## src/rtl/fwd_hazard_scoreboard_if.sv

```systemverilog
// Decode/issue, flush and forwarding signals shared between the datapath
// control (master) and the forwarding/hazard scoreboard (slave).
interface fwd_hazard_scoreboard_if #(
    parameter int RBITS = 5,
    parameter int DEPTH = 3,
    parameter int NSRC  = 2,
    parameter int SELW  = $clog2(DEPTH + 1)
);
    logic                    advance;
    logic                    issue_valid;
    logic                    issue_wen;
    logic                    issue_load;
    logic [RBITS-1:0]        issue_wsel;
    logic [NSRC*RBITS-1:0]   dec_src;
    logic [NSRC-1:0]         dec_src_used;
    logic                    flush_dec;
    logic [DEPTH-1:0]        flush_mask;
    logic                    stall;
    logic [NSRC*SELW-1:0]    fwd_sel;
    logic [15:0]             stall_cnt;

    modport master (
        output advance, issue_valid, issue_wen, issue_load, issue_wsel,
               dec_src, dec_src_used, flush_dec, flush_mask,
        input  stall, fwd_sel, stall_cnt
    );

    modport slave (
        input  advance, issue_valid, issue_wen, issue_load, issue_wsel,
               dec_src, dec_src_used, flush_dec, flush_mask,
        output stall, fwd_sel, stall_cnt
    );
endinterface

```

## src/rtl/fwd_hazard_scoreboard.sv

```systemverilog
// Tracks in-flight register writes from EX (stage 1) to WB (stage DEPTH) and
// derives per-operand forward selects plus a load-use stall for decode.
module fwd_hazard_scoreboard #(
    parameter int RBITS      = 5,
    parameter int DEPTH      = 3,
    parameter int LOAD_READY = 3,
    parameter int NSRC       = 2,
    parameter int SELW       = $clog2(DEPTH + 1)
) (
    input  logic                   CLK,
    input  logic                   RST,
    fwd_hazard_scoreboard_if.slave sb
);

    // Index k holds the stage-(k+1) entry.
    logic [DEPTH-1:0]       valid_q, valid_d;
    logic [DEPTH-1:0]       wen_q, wen_d;
    logic [DEPTH-1:0]       load_q, load_d;
    logic [DEPTH-1:0]       valid_m;
    logic [RBITS-1:0]       wsel_q [DEPTH];
    logic [RBITS-1:0]       wsel_d [DEPTH];
    logic [NSRC*RBITS-1:0]  src_q  [DEPTH];
    logic [NSRC*RBITS-1:0]  src_d  [DEPTH];
    logic [NSRC-1:0]        used_q [DEPTH];
    logic [NSRC-1:0]        used_d [DEPTH];
    logic [15:0]            stall_cnt_q, stall_cnt_d;

    logic                   stall_c;
    logic                   issue_ok;
    logic [NSRC*SELW-1:0]   fwd_c;

    logic [RBITS-1:0]       dec_r;
    logic                   dec_found;
    logic                   dec_hit;
    logic [RBITS-1:0]       ex_r;
    logic                   ex_found;
    logic [SELW-1:0]        ex_sel;

    // Stage DEPTH is excluded: it retires at this edge and its value reaches
    // the consumer through the register file.
    always_comb begin
        stall_c   = 1'b0;
        dec_r     = '0;
        dec_found = 1'b0;
        dec_hit   = 1'b0;
        for (int unsigned i = 0; i < NSRC; i++) begin
            dec_r     = sb.dec_src[i*RBITS +: RBITS];
            dec_found = 1'b0;
            dec_hit   = 1'b0;
            for (int unsigned k = 0; k < DEPTH - 1; k++) begin
                if (!dec_found && valid_q[k] && wen_q[k] && (wsel_q[k] == dec_r)) begin
                    dec_found = 1'b1;
                    dec_hit   = load_q[k] && (k + 2 < LOAD_READY);
                end
            end
            if (sb.dec_src_used[i] && (dec_r != '0) && dec_hit) begin
                stall_c = 1'b1;
            end
        end
    end

    always_comb begin
        fwd_c    = '0;
        ex_r     = '0;
        ex_found = 1'b0;
        ex_sel   = '0;
        for (int unsigned i = 0; i < NSRC; i++) begin
            ex_r     = src_q[0][i*RBITS +: RBITS];
            ex_found = 1'b0;
            ex_sel   = '0;
            for (int unsigned k = 1; k < DEPTH; k++) begin
                if (!ex_found && valid_q[k] && wen_q[k] && (wsel_q[k] == ex_r)) begin
                    ex_found = 1'b1;
                    ex_sel   = SELW'(k + 1);
                end
            end
            if (valid_q[0] && used_q[0][i] && (ex_r != '0)) begin
                fwd_c[i*SELW +: SELW] = ex_sel;
            end
        end
    end

    assign issue_ok = sb.issue_valid && !stall_c && !sb.flush_dec;

    // Squash is applied before the shift so a flushed entry travels (or holds)
    // as a bubble, independent of advance.
    always_comb begin
        valid_m = valid_q & ~sb.flush_mask;
        valid_d = valid_m;
        wen_d   = wen_q;
        load_d  = load_q;
        wsel_d  = wsel_q;
        src_d   = src_q;
        used_d  = used_q;
        if (sb.advance) begin
            for (int unsigned k = 1; k < DEPTH; k++) begin
                valid_d[k] = valid_m[k-1];
                wen_d[k]   = wen_q[k-1];
                load_d[k]  = load_q[k-1];
                wsel_d[k]  = wsel_q[k-1];
                src_d[k]   = src_q[k-1];
                used_d[k]  = used_q[k-1];
            end
            valid_d[0] = issue_ok;
            wen_d[0]   = issue_ok & sb.issue_wen;
            load_d[0]  = issue_ok & sb.issue_load;
            wsel_d[0]  = issue_ok ? sb.issue_wsel   : '0;
            src_d[0]   = issue_ok ? sb.dec_src      : '0;
            used_d[0]  = issue_ok ? sb.dec_src_used : '0;
        end

        stall_cnt_d = stall_cnt_q;
        if (stall_c && sb.issue_valid && (stall_cnt_q != 16'hFFFF)) begin
            stall_cnt_d = stall_cnt_q + 16'd1;
        end
    end

    always_ff @(posedge CLK) begin
        if (RST) begin
            valid_q     <= '0;
            wen_q       <= '0;
            load_q      <= '0;
            wsel_q      <= '{default: '0};
            src_q       <= '{default: '0};
            used_q      <= '{default: '0};
            stall_cnt_q <= '0;
        end else begin
            valid_q     <= valid_d;
            wen_q       <= wen_d;
            load_q      <= load_d;
            wsel_q      <= wsel_d;
            src_q       <= src_d;
            used_q      <= used_d;
            stall_cnt_q <= stall_cnt_d;
        end
    end

    assign sb.stall     = stall_c;
    assign sb.fwd_sel   = fwd_c;
    assign sb.stall_cnt = stall_cnt_q;

endmodule

```

## src/flat_wrapper.sv

```systemverilog
// flat-port wrapper written by rule: the top's interface ports become plain ports
module fwd_hazard_scoreboard_flat 
#(
    parameter int RBITS      = 5,
    parameter int DEPTH      = 3,
    parameter int LOAD_READY = 3,
    parameter int NSRC       = 2,
    parameter int SELW       = $clog2(DEPTH + 1)
)
  (CLK, RST, sb_advance, sb_issue_valid, sb_issue_wen, sb_issue_load, sb_issue_wsel, sb_dec_src, sb_dec_src_used, sb_flush_dec, sb_flush_mask, sb_stall, sb_fwd_sel, sb_stall_cnt);
  fwd_hazard_scoreboard_if #(.RBITS(RBITS), .DEPTH(DEPTH), .NSRC(NSRC), .SELW(SELW)) sb_i ();
  input  logic CLK;
  input  logic RST;
  input wire logic [$bits(sb_i.advance)-1:0] sb_advance;
  input wire logic [$bits(sb_i.issue_valid)-1:0] sb_issue_valid;
  input wire logic [$bits(sb_i.issue_wen)-1:0] sb_issue_wen;
  input wire logic [$bits(sb_i.issue_load)-1:0] sb_issue_load;
  input wire logic [$bits(sb_i.issue_wsel)-1:0] sb_issue_wsel;
  input wire logic [$bits(sb_i.dec_src)-1:0] sb_dec_src;
  input wire logic [$bits(sb_i.dec_src_used)-1:0] sb_dec_src_used;
  input wire logic [$bits(sb_i.flush_dec)-1:0] sb_flush_dec;
  input wire logic [$bits(sb_i.flush_mask)-1:0] sb_flush_mask;
  output wire logic [$bits(sb_i.stall)-1:0] sb_stall;
  output wire logic [$bits(sb_i.fwd_sel)-1:0] sb_fwd_sel;
  output wire logic [$bits(sb_i.stall_cnt)-1:0] sb_stall_cnt;
  assign sb_i.advance = sb_advance;
  assign sb_i.issue_valid = sb_issue_valid;
  assign sb_i.issue_wen = sb_issue_wen;
  assign sb_i.issue_load = sb_issue_load;
  assign sb_i.issue_wsel = sb_issue_wsel;
  assign sb_i.dec_src = sb_dec_src;
  assign sb_i.dec_src_used = sb_dec_src_used;
  assign sb_i.flush_dec = sb_flush_dec;
  assign sb_i.flush_mask = sb_flush_mask;
  assign sb_stall = sb_i.stall;
  assign sb_fwd_sel = sb_i.fwd_sel;
  assign sb_stall_cnt = sb_i.stall_cnt;
  fwd_hazard_scoreboard #(.RBITS(RBITS), .DEPTH(DEPTH), .LOAD_READY(LOAD_READY), .NSRC(NSRC), .SELW(SELW)) u_core (.CLK(CLK), .RST(RST), .sb(sb_i));
endmodule
```

## config.mk

```make
export PLATFORM = sky130hd
export DESIGN_NAME = fwd_hazard_scoreboard_flat
export DESIGN_NICKNAME = d
export VERILOG_FILES = /design/src/rtl/fwd_hazard_scoreboard_if.sv /design/src/rtl/fwd_hazard_scoreboard.sv /design/src/flat_wrapper.sv
export SDC_FILE = /design/constraint.sdc
export NUM_CORES = 1
export LEC_CHECK = 0
export ABC_AREA = 1
export CELL_PAD_IN_SITES_DETAIL_PLACEMENT = 0
export CELL_PAD_IN_SITES_GLOBAL_PLACEMENT = 2
export CORE_MARGIN = 1
export CORE_UTILIZATION = 31
export CTS_BUF_LIST = sky130_fd_sc_hd__clkbuf_8 sky130_fd_sc_hd__clkbuf_16
export CTS_CLUSTER_DIAMETER = 150
export DETAILED_ROUTE_END_ITERATION = 8
export PLACE_DENSITY = 0.89
export SYNTH_ARGS = -nofsm -noshare
export SYNTH_HDL_FRONTEND = slang
export SYNTH_SLANG_ARGS = --single-unit
```

## constraint.sdc

```tcl
create_clock -name CLK -period 4.52 [get_ports CLK]
set_input_delay 0.904 -clock CLK [delete_from_list [all_inputs] [get_ports CLK]]
set_output_delay 0.904 -clock CLK [all_outputs]
set_load 0.02 [all_outputs]
```

# [Yosys cells after proc, flatten, opt, wreduce, memory -nomap -nowiden]
# Index checks and enable logic that the tools add are counted.
[classes] add_sub_neg=1 eq_ne=9 muxes=20 n_bitwise=4 reduce_logical=40
[op_table] operator="$eq A5 B5 Y1" n=8
[op_table] operator="$logic_and A1 B1 Y1" n=30
[op_table] operator="$reduce_bool A5 Y1" n=4
[op_table] operator="$add A16 B1 Y16 const B" n=1
[op_table] operator="$ne A16 B16 Y1 const B" n=1
[op_table] operator="$mux W2" n=7
[op_table] operator="$mux W1" n=10
[op_table] operator="$mux W10" n=1
[op_table] operator="$logic_not A1 Y1" n=6
[op_table] operator="$mux W5" n=1
[op_table] operator="$and A3 B3 Y3" n=1
[op_table] operator="$mux W3" n=1
[op_table] operator="$not A3 Y3" n=1
[op_table] operator="$and A1 B1 Y1" n=2
[totals] regBits=50 inputBits=27 out_inout_bits=21 word_cells=83

# [Longest topological paths before layout]
# Gate-level depths: netlist (run 1).
[depth] ltp_word=15 mapped_depth=10 depth_no_buf=10

# [Least setup slack after synthesis (run 1)]
# OpenSTA, ideal clock, no wires.
[synth_timing] path_type="in2out" start="input sb_dec_src[0]" end="output sb_stall" t_arrival_ps=1568 t_required_ps=3616 setup_slack_ps=2048 path_stages=7 n_path_buf=1 cell_sequence="inv_1 > nand2_1 > nand2_1 > nor2_1 > nand4_2 > nand2_4 > buf_6"
[synth_between] elab_chain_cells=11 elab_cells_between_ends=15 classes_between="eq/ne: 2; mux: 5; reduce/logical: 8"
[synth_rtl] element="start, declared" line="flat_wrapper.sv:19" rtl="input wire logic [$bits(sb_i.dec_src)-1:0] sb_dec_src;"
[synth_rtl] element="$eq A5 B5 Y1" line="fwd_hazard_scoreboard.sv:51" rtl="if (!dec_found && valid_q[k] && wen_q[k] && (wsel_q[k] == dec_r)) begin"
[synth_rtl] element="$logic_and A1 B1 Y1" line="fwd_hazard_scoreboard.sv:51"
[synth_rtl] element="$mux W1" line="fwd_hazard_scoreboard.sv:51"
[synth_rtl] element="$logic_not A1 Y1" line="fwd_hazard_scoreboard.sv:51"
[synth_rtl] element="$logic_and A1 B1 Y1 (3 in a row)" line="fwd_hazard_scoreboard.sv:51"
[synth_rtl] element="$mux W1" line="fwd_hazard_scoreboard.sv:51"
[synth_rtl] element="$logic_and A1 B1 Y1 *" line="fwd_hazard_scoreboard.sv:56" rtl="if (sb.dec_src_used[i] && (dec_r != '0) && dec_hit) begin"
[synth_rtl] element="$mux W1 * (2 in a row)" line="fwd_hazard_scoreboard.sv:56"
[synth_rtl] element="end, declared" line="flat_wrapper.sv:23" rtl="output wire logic [$bits(sb_i.stall)-1:0] sb_stall;"
# Every way passes the cells marked *; elsewhere a longest branch is shown, timed or not.

# [Final worst setup path (run 1)]
[layout_timing] start="input sb_dec_src[2]" end="output sb_stall"
# Same word-level chain as after synthesis.

==> impl_metrics.env, run 1 <==
export IMPL_arrival_ps=2830
export IMPL_holdBufCountCts=0
export IMPL_path_clk_slew_ps=90
export IMPL_fin_worst_skew_ps=9.942
export IMPL_overflow=0
export IMPL_ys_seq_area_share_pct=36.02
export IMPL_grt_pass1_vias=2567
export IMPL_holdWs_ps=476.5
export IMPL_swShare_pct=25.66
export IMPL_p_clk_share_pct=32.9
export IMPL_setup_tns_ps=0
export IMPL_combinationalPowerShare_pct=11.3
export IMPL_routed_via_density=4.984
export IMPL_slew_violations=0
export IMPL_post_cts_buffers=0
export IMPL_setup_ws_ps=784.5
export IMPL_cts_resized=0
export IMPL_power_uw=831.3
export IMPL_core_area_um2=8721
export IMPL_synth_compound_area_share_pct=13.60
export IMPL_place_hpwl_mm=5.589
export IMPL_max_vdd_ir_drop_uv=123.5
export IMPL_internal_power_uw=618.1
export IMPL_synthXorXnorAreaFrac_pct=6.934
export IMPL_antenna_cells=0
export IMPL_io_buffers=47
export IMPL_via_count=2761
export IMPL_yosysWarnings=0
export IMPL_drive_gt1_share_pct=6.278
export IMPL_power_leakage_nw=1.297
export IMPL_drt_pass1_iter_count=4
export IMPL_place_ws_ps=782.6
export IMPL_drtIter0Drc=79
export IMPL_fmax_mhz=267.7
export IMPL_fp_dieH_um=96.68
export IMPL_grt_max_degree=39
export IMPL_root_buffer="clkbuf_8"
export IMPL_grt_total_usage_pct=16.93
export IMPL_crit_type="in2out"
export IMPL_rsz0062_at_grt="no"
export IMPL_fillers=931
export IMPL_hold_path_class="reg2reg"
export IMPL_numClockSinks=50
export IMPL_placed_cell_area_um2=3338
export IMPL_post_route_min_period_ps=3735
export IMPL_routed_wl_mm=7.772
export IMPL_slew_headroom_pct=47.26
export IMPL_ant_nets=0
export IMPL_insertion_delay_ps=300
export IMPL_mostFrequentLayoutCells="nand2_1, a21oi_1, dfxtp_1"
export IMPL_synth_seq_cells=50
export IMPL_synthAdderAreaFrac_pct=0.4502
export IMPL_r2r_cells=7
export IMPL_antenna_found_initial=0
export IMPL_row_count=34
export IMPL_start_util_pct=31.87
export IMPL_clk_path_buf_depth=2
export IMPL_start_kind="input port"
export IMPL_pwr_share_seq_pct=55.8
export IMPL_power_density_nw_per_um2=242.1
export IMPL_dieArea_um2=9347
export IMPL_cp_max_fo=19
export IMPL_h_tree_depth=2
export IMPL_synth_top_family_by_area="simple AND/OR/NAND/NOR gates"
export IMPL_switchingPower_uw=213.3
export IMPL_syn_area_um2=2779
export IMPL_nets=473
export IMPL_worstMarginPinSlew_ps=788.7
export IMPL_synth_simple_area_share_pct=34.98
export IMPL_muxShareOfSynthArea_pct=0
export IMPL_cts_tree="yes"
export IMPL_status="completed"
export IMPL_endpoint_kind="output port"
export IMPL_setup_viol=0
export IMPL_cts_buffers=5
export IMPL_design_area_um2=3433
export IMPL_pin_count=48
export IMPL_syn_to_final_growth_pct=23.55
export IMPL_mostFrequentLayoutCell="nand2_1"
export IMPL_fin_crit_sh_pct=82.64
export IMPL_die_x_um=96.68
export IMPL_syn_inst=405
export IMPL_drv_cap=0
export IMPL_syn_area_per_cell_um2=6.862
export IMPL_finalHoldViolations=0
export IMPL_synthDistinctLibCells=29
export IMPL_wl_per_cell_um=14.03
export IMPL_syn_num_nets=433
export IMPL_cp_required_ps=3620
export IMPL_min_path_cells=2
export IMPL_grt_pass1_wl_mm=13.01
export IMPL_post_route_drc_count=0
export IMPL_place_congestion=0.8464
[registers in the layout, indices dropped and copies added (netlist names)]
| signal | flops |
|---|---|
| u_core.used_q | 2 |
| u_core.src_q | 5 |
| u_core.ex_r | 5 |
| u_core.valid_q | 3 |
| u_core.wen_q | 3 |
| u_core.wsel_q | 15 |
| u_core.sb.stall_cnt | 16 |
| u_core.load_q | 1 |
[worst paths after layout]
path	from	to	slack [ps]
worst max register to register	u_core.sb.stall_cnt[0]	u_core.sb.stall_cnt[2]	2670
worst min-delay path	u_core.load_q[0]	u_core.load_q[0]	480
worst max-delay path	sb_dec_src[2]	sb_stall	780
worst min register to register	u_core.load_q[0]	u_core.load_q[0]	480
[power by group through the flow]
stage / registers [mW] / logic, mW / clock network [mW]
CTS: 0.464 / 0.0942 / 0.282
detailed placement: 0.474 / 0.0937 / 0
global route: 0.466 / 0.106 / 0.302
global placement: 0.474 / 0.0941 / 0
floorplan: 0.470 / 0.0529 / 0
finish: 0.464 / 0.0941 / 0.273
[cell usage after synthesis]
master / instances / share of area, %
nor2_4: 1 / 0.41
dfxtp_1: 50 / 36
nand2_4: 1 / 0.41
nor2_1: 39 / 5.3
o21ai_0: 14 / 2.5
clkinv_1: 1 / 0.13
o22ai_1: 3 / 0.68
buf_6: 2 / 0.81
inv_1: 29 / 3.9
xnor2_1: 7 / 2.2
clkbuf_1: 16 / 2.2
ha_1: 1 / 0.45
nor3_2: 1 / 0.36
nor3b_1: 2 / 0.54
o2111ai_1: 1 / 0.32
nand2_1: 96 / 13
nand4_1: 41 / 9.2
xor2_1: 15 / 4.7
a21oi_1: 53 / 9.5
nand3_2: 1 / 0.36
nor3_1: 3 / 0.54
inv_2: 5 / 0.68
nand3_1: 14 / 2.5
nand4_2: 2 / 0.90
nor2_2: 1 / 0.23
buf_2: 1 / 0.18
nand3_4: 2 / 1.3
a211oi_1: 2 / 0.54
buf_1: 1 / 0.13
[worst max-delay path, stage by stage]
cell and delay (ps):
clkdlybuf4s50_1 570, inv_1 60, nand2_1 60, nand2_1 50
nor2_1 130, nand4_2 150, nand2_4 240, clkdlybuf4s50_1 650
[metrics by stage]
step / util, % / instances
5_1_grt: 39.37 / 554
4_1_cts: 39.37 / 554
6_report: 39.37 / 554
3_5_place_dp: 38.28 / 546
3_3_place_gp: 38.28 / 546
2_1_floorplan: - / 405
[routing by layer]
metal	track usage, %	routed length (um)	vias to the layer above
met3	2.529	223	7
met1	23.91	3935	1269
met2	27.09	3535	47
li1	-	-	1438
met4	4.018	79	0
met5	0	0	-
[area by class of cell]
cell class / instances / area, um^2 / share of cell area, %
flip-flops and latches: 50 / 1001 / 29.15
clock inverters: 2 / 12.51 / 0.3644
well taps: 108 / 135.1 / 3.936
repair buffers: 53 / 515.5 / 15.01
inverters: 35 / 131.4 / 3.827
clock buffers: 6 / 82.58 / 2.405
multi-input cells: 300 / 1555 / 45.30
[cell families (layout without fill, tap and decap cells)]
group | Yosys count | in the layout
buffers and inverters | 55 | 96
flip-flops | 50 | 50
XOR/XNOR | 22 | 22
adder cells (fa/ha/maj) | 1 | 1
AO/OA/AOI/OAI | 73 | 73
AND/OR/NAND/NOR | 204 | 204
Note: power is estimated with default switching activity, not from simulation.
==> inputs of run 2 (changes only) <==
--- a/config.mk
+++ b/config.mk
@@ -9,11 +9,11 @@
 export CELL_PAD_IN_SITES_DETAIL_PLACEMENT = 0
 export CELL_PAD_IN_SITES_GLOBAL_PLACEMENT = 2
 export CORE_MARGIN = 1
-export CORE_UTILIZATION = 31
+export CORE_UTILIZATION = 29
 export CTS_BUF_LIST = sky130_fd_sc_hd__clkbuf_8 sky130_fd_sc_hd__clkbuf_16
 export CTS_CLUSTER_DIAMETER = 150
 export DETAILED_ROUTE_END_ITERATION = 8
-export PLACE_DENSITY = 0.89
+export PLACE_DENSITY = 0.84
 export SYNTH_ARGS = -nofsm -noshare
 export SYNTH_HDL_FRONTEND = slang
 export SYNTH_SLANG_ARGS = --single-unit
==> constraint.sdc (replaced) <==
create_clock -name CLK -period 3.7 [get_ports CLK]
set_input_delay 0.74 -clock CLK [delete_from_list [all_inputs] [get_ports CLK]]
set_output_delay 0.74 -clock CLK [all_outputs]
set_load 0.02 [all_outputs]
==> impl_metrics.env, run 2 (synthesized netlist as in run 1, its figures left out) <==
export IMPL_overflow=0
export IMPL_fin_worst_skew_ps=8.306
export IMPL_r2r_start="u_core.valid_q[0]"
export IMPL_drv_cap=0
export IMPL_fp_dieH_um=99.89
export IMPL_grt_pass1_vias=2651
export IMPL_wl_per_cell_um=13.98
export IMPL_grt_pass1_wl_mm=13.69
export IMPL_dieArea_um2=9978
export IMPL_cts_buffers=5
export IMPL_grt_use_met1_pct=25.80
export IMPL_mostFrequentLayoutCells="nand2_1, a21oi_1, dfxtp_1"
export IMPL_grt_total_usage_pct=17.21
export IMPL_fmax_mhz=308.5
export IMPL_nets=475
export IMPL_status="completed"
export IMPL_worstMarginPinSlew_ps=732.4
export IMPL_final_cell_count_no_fill=577
export IMPL_cts_resized=0
export IMPL_cp_max_fo=4
export IMPL_antenna_cells=0
export IMPL_min_path_cells=2
export IMPL_setup_tns_ps=0
export IMPL_rrSetupSlack_ps=1820
export IMPL_start_util_pct=30.07
export IMPL_crit_type="in2out"
export IMPL_arrival_ps=2500
export IMPL_busiest_layer="met2"
export IMPL_post_route_drc_count=0
export IMPL_io_buffers=47
export IMPL_dp_cells=569
export IMPL_met3_usage_pct=3.203
export IMPL_mostFrequentLayoutCell="nand2_1"
export IMPL_place_hpwl_mm=5.742
export IMPL_fin_crit_sh_pct=87.61
export IMPL_cp_required_ps=2960
export IMPL_row_count=35
export IMPL_slew_headroom_pct=50.87
export IMPL_hold_path_class="reg2reg"
export IMPL_largest_reg_flops=16
export IMPL_rsz0062_at_grt="no"
export IMPL_start_kind="input port"
export IMPL_endpoint_kind="output port"
export IMPL_worstHoldStart="u_core.load_q[0]"
export IMPL_grt_max_degree=39
export IMPL_max_vdd_ir_drop_uv=138.4
export IMPL_holdBufCountCts=0
export IMPL_routed_via_density=4.764
export IMPL_power_density_nw_per_um2=296.4
export IMPL_setup_viol=0
export IMPL_r2r_cells=8
export IMPL_setup_ws_ps=458.5
export IMPL_ant_nets=0
export IMPL_syn_to_final_growth_pct=25.17
export IMPL_drt_pass1_iter_count=4
export IMPL_root_buffer="clkbuf_8"
export IMPL_drive_gt1_share_pct=6.696
export IMPL_h_tree_depth=2
export IMPL_clk_path_buf_depth=2
export IMPL_grt_use_met2_pct=25.89
export IMPL_via_count=2749
export IMPL_cts_tree="yes"
export IMPL_place_ws_ps=480.9
export IMPL_post_route_min_period_ps=3242
export IMPL_reg2reg_to="u_core.sb.stall_cnt[2]"
export IMPL_path_clk_slew_ps=100
export IMPL_core_area_um2=9240
export IMPL_post_cts_buffers=0
export IMPL_final_util_pct=37.64
export IMPL_pin_count=48
export IMPL_power_leakage_nw=1.308
export IMPL_routed_wl_mm=8.064
export IMPL_antenna_found_initial=0
export IMPL_hold_path_end="u_core.load_q[0]"
export IMPL_finalHoldViolations=0
export IMPL_slew_violations=0
export IMPL_insertion_delay_ps=300
export IMPL_drtIter0Drc=114
export IMPL_power_mw=1.031
export IMPL_die_x_um=99.89
export IMPL_place_congestion=0.8595
export IMPL_numClockSinks=50
-- run 2: cell types whose count changed in the layout (fill, tap and decap cells not counted) --
cell / delta
clkinv_2: -1
inv_6: +1
buf_4: +2
-- run 2: area by class of cell --
| cell class | count | area [um^2] |
|---|---|---|
| Fill cell | 1000 | 5762 |
| Multi-Input combinational cell | 300 | 1555 |
| Sequential cell | 50 | 1001 |
| Timing Repair Buffer | 55 | 530.5 |
| Tap cell | 129 | 161.4 |
| Inverter | 35 | 131.4 |
| Clock buffer | 6 | 82.58 |
| Clock inverter | 2 | 16.27 |
-- run 2: worst max-delay path by stage --
stage                  startpoint        to  depth (start not counted)
finish              sb_dec_src[3]  sb_stall                          8
global route        sb_dec_src[3]  sb_stall                          8
CTS                 sb_dec_src[3]  sb_stall                          8
detailed placement  sb_dec_src[3]  sb_stall                          8
global placement    sb_dec_src[3]  sb_stall                          8
floorplan           sb_dec_src[0]  sb_stall                          7
-- run 2: stage by stage --
step | area (um^2) | hold slack (ps)
CTS | 3478 | 479.9
floorplan | 2779 | 445.6
global route | 3478 | 516.9
detailed placement | 3379 | 463.7
finish | 3478 | 475.9
global placement | 3379 | 460.5
-- run 2: per-layer routing --
layer	wire length, um	part of all wire (%)	vias to the layer above
met5	0	0	-
met4	31	0.38	0
met3	213	2.6	2
met2	3523	44	40
met1	4295	53	1259
li1	-	-	1448
-- run 2: power breakdown --
| part | switching (mW) | leakage [nW] | internal, mW |
|---|---|---|---|
| clock network | 0.194 | 0.0478 | 0.154 |
| registers | 0.0146 | 0.407 | 0.552 |
| logic | 0.0629 | 0.854 | 0.0535 |
-- run 2: critical path, cell delays in order --
cell	delay, ps
clkdlybuf4s50_1	550
inv_1	60
nand2_1	50
nand2_1	50
nor2_1	150
nand4_2	160
nand2_4	120
clkdlybuf4s50_1	610
==> inputs of run 3 (changes only) <==
--- a/config.mk
+++ b/config.mk
@@ -6,6 +6,7 @@
 export NUM_CORES = 1
 export LEC_CHECK = 0
 export ABC_AREA = 1
+export CAP_MARGIN = 5
 export CELL_PAD_IN_SITES_DETAIL_PLACEMENT = 0
 export CELL_PAD_IN_SITES_GLOBAL_PLACEMENT = 2
 export CORE_MARGIN = 1
==> results of run 3 <==
The final DEF is identical to that of run 2; final timing and power are the same.
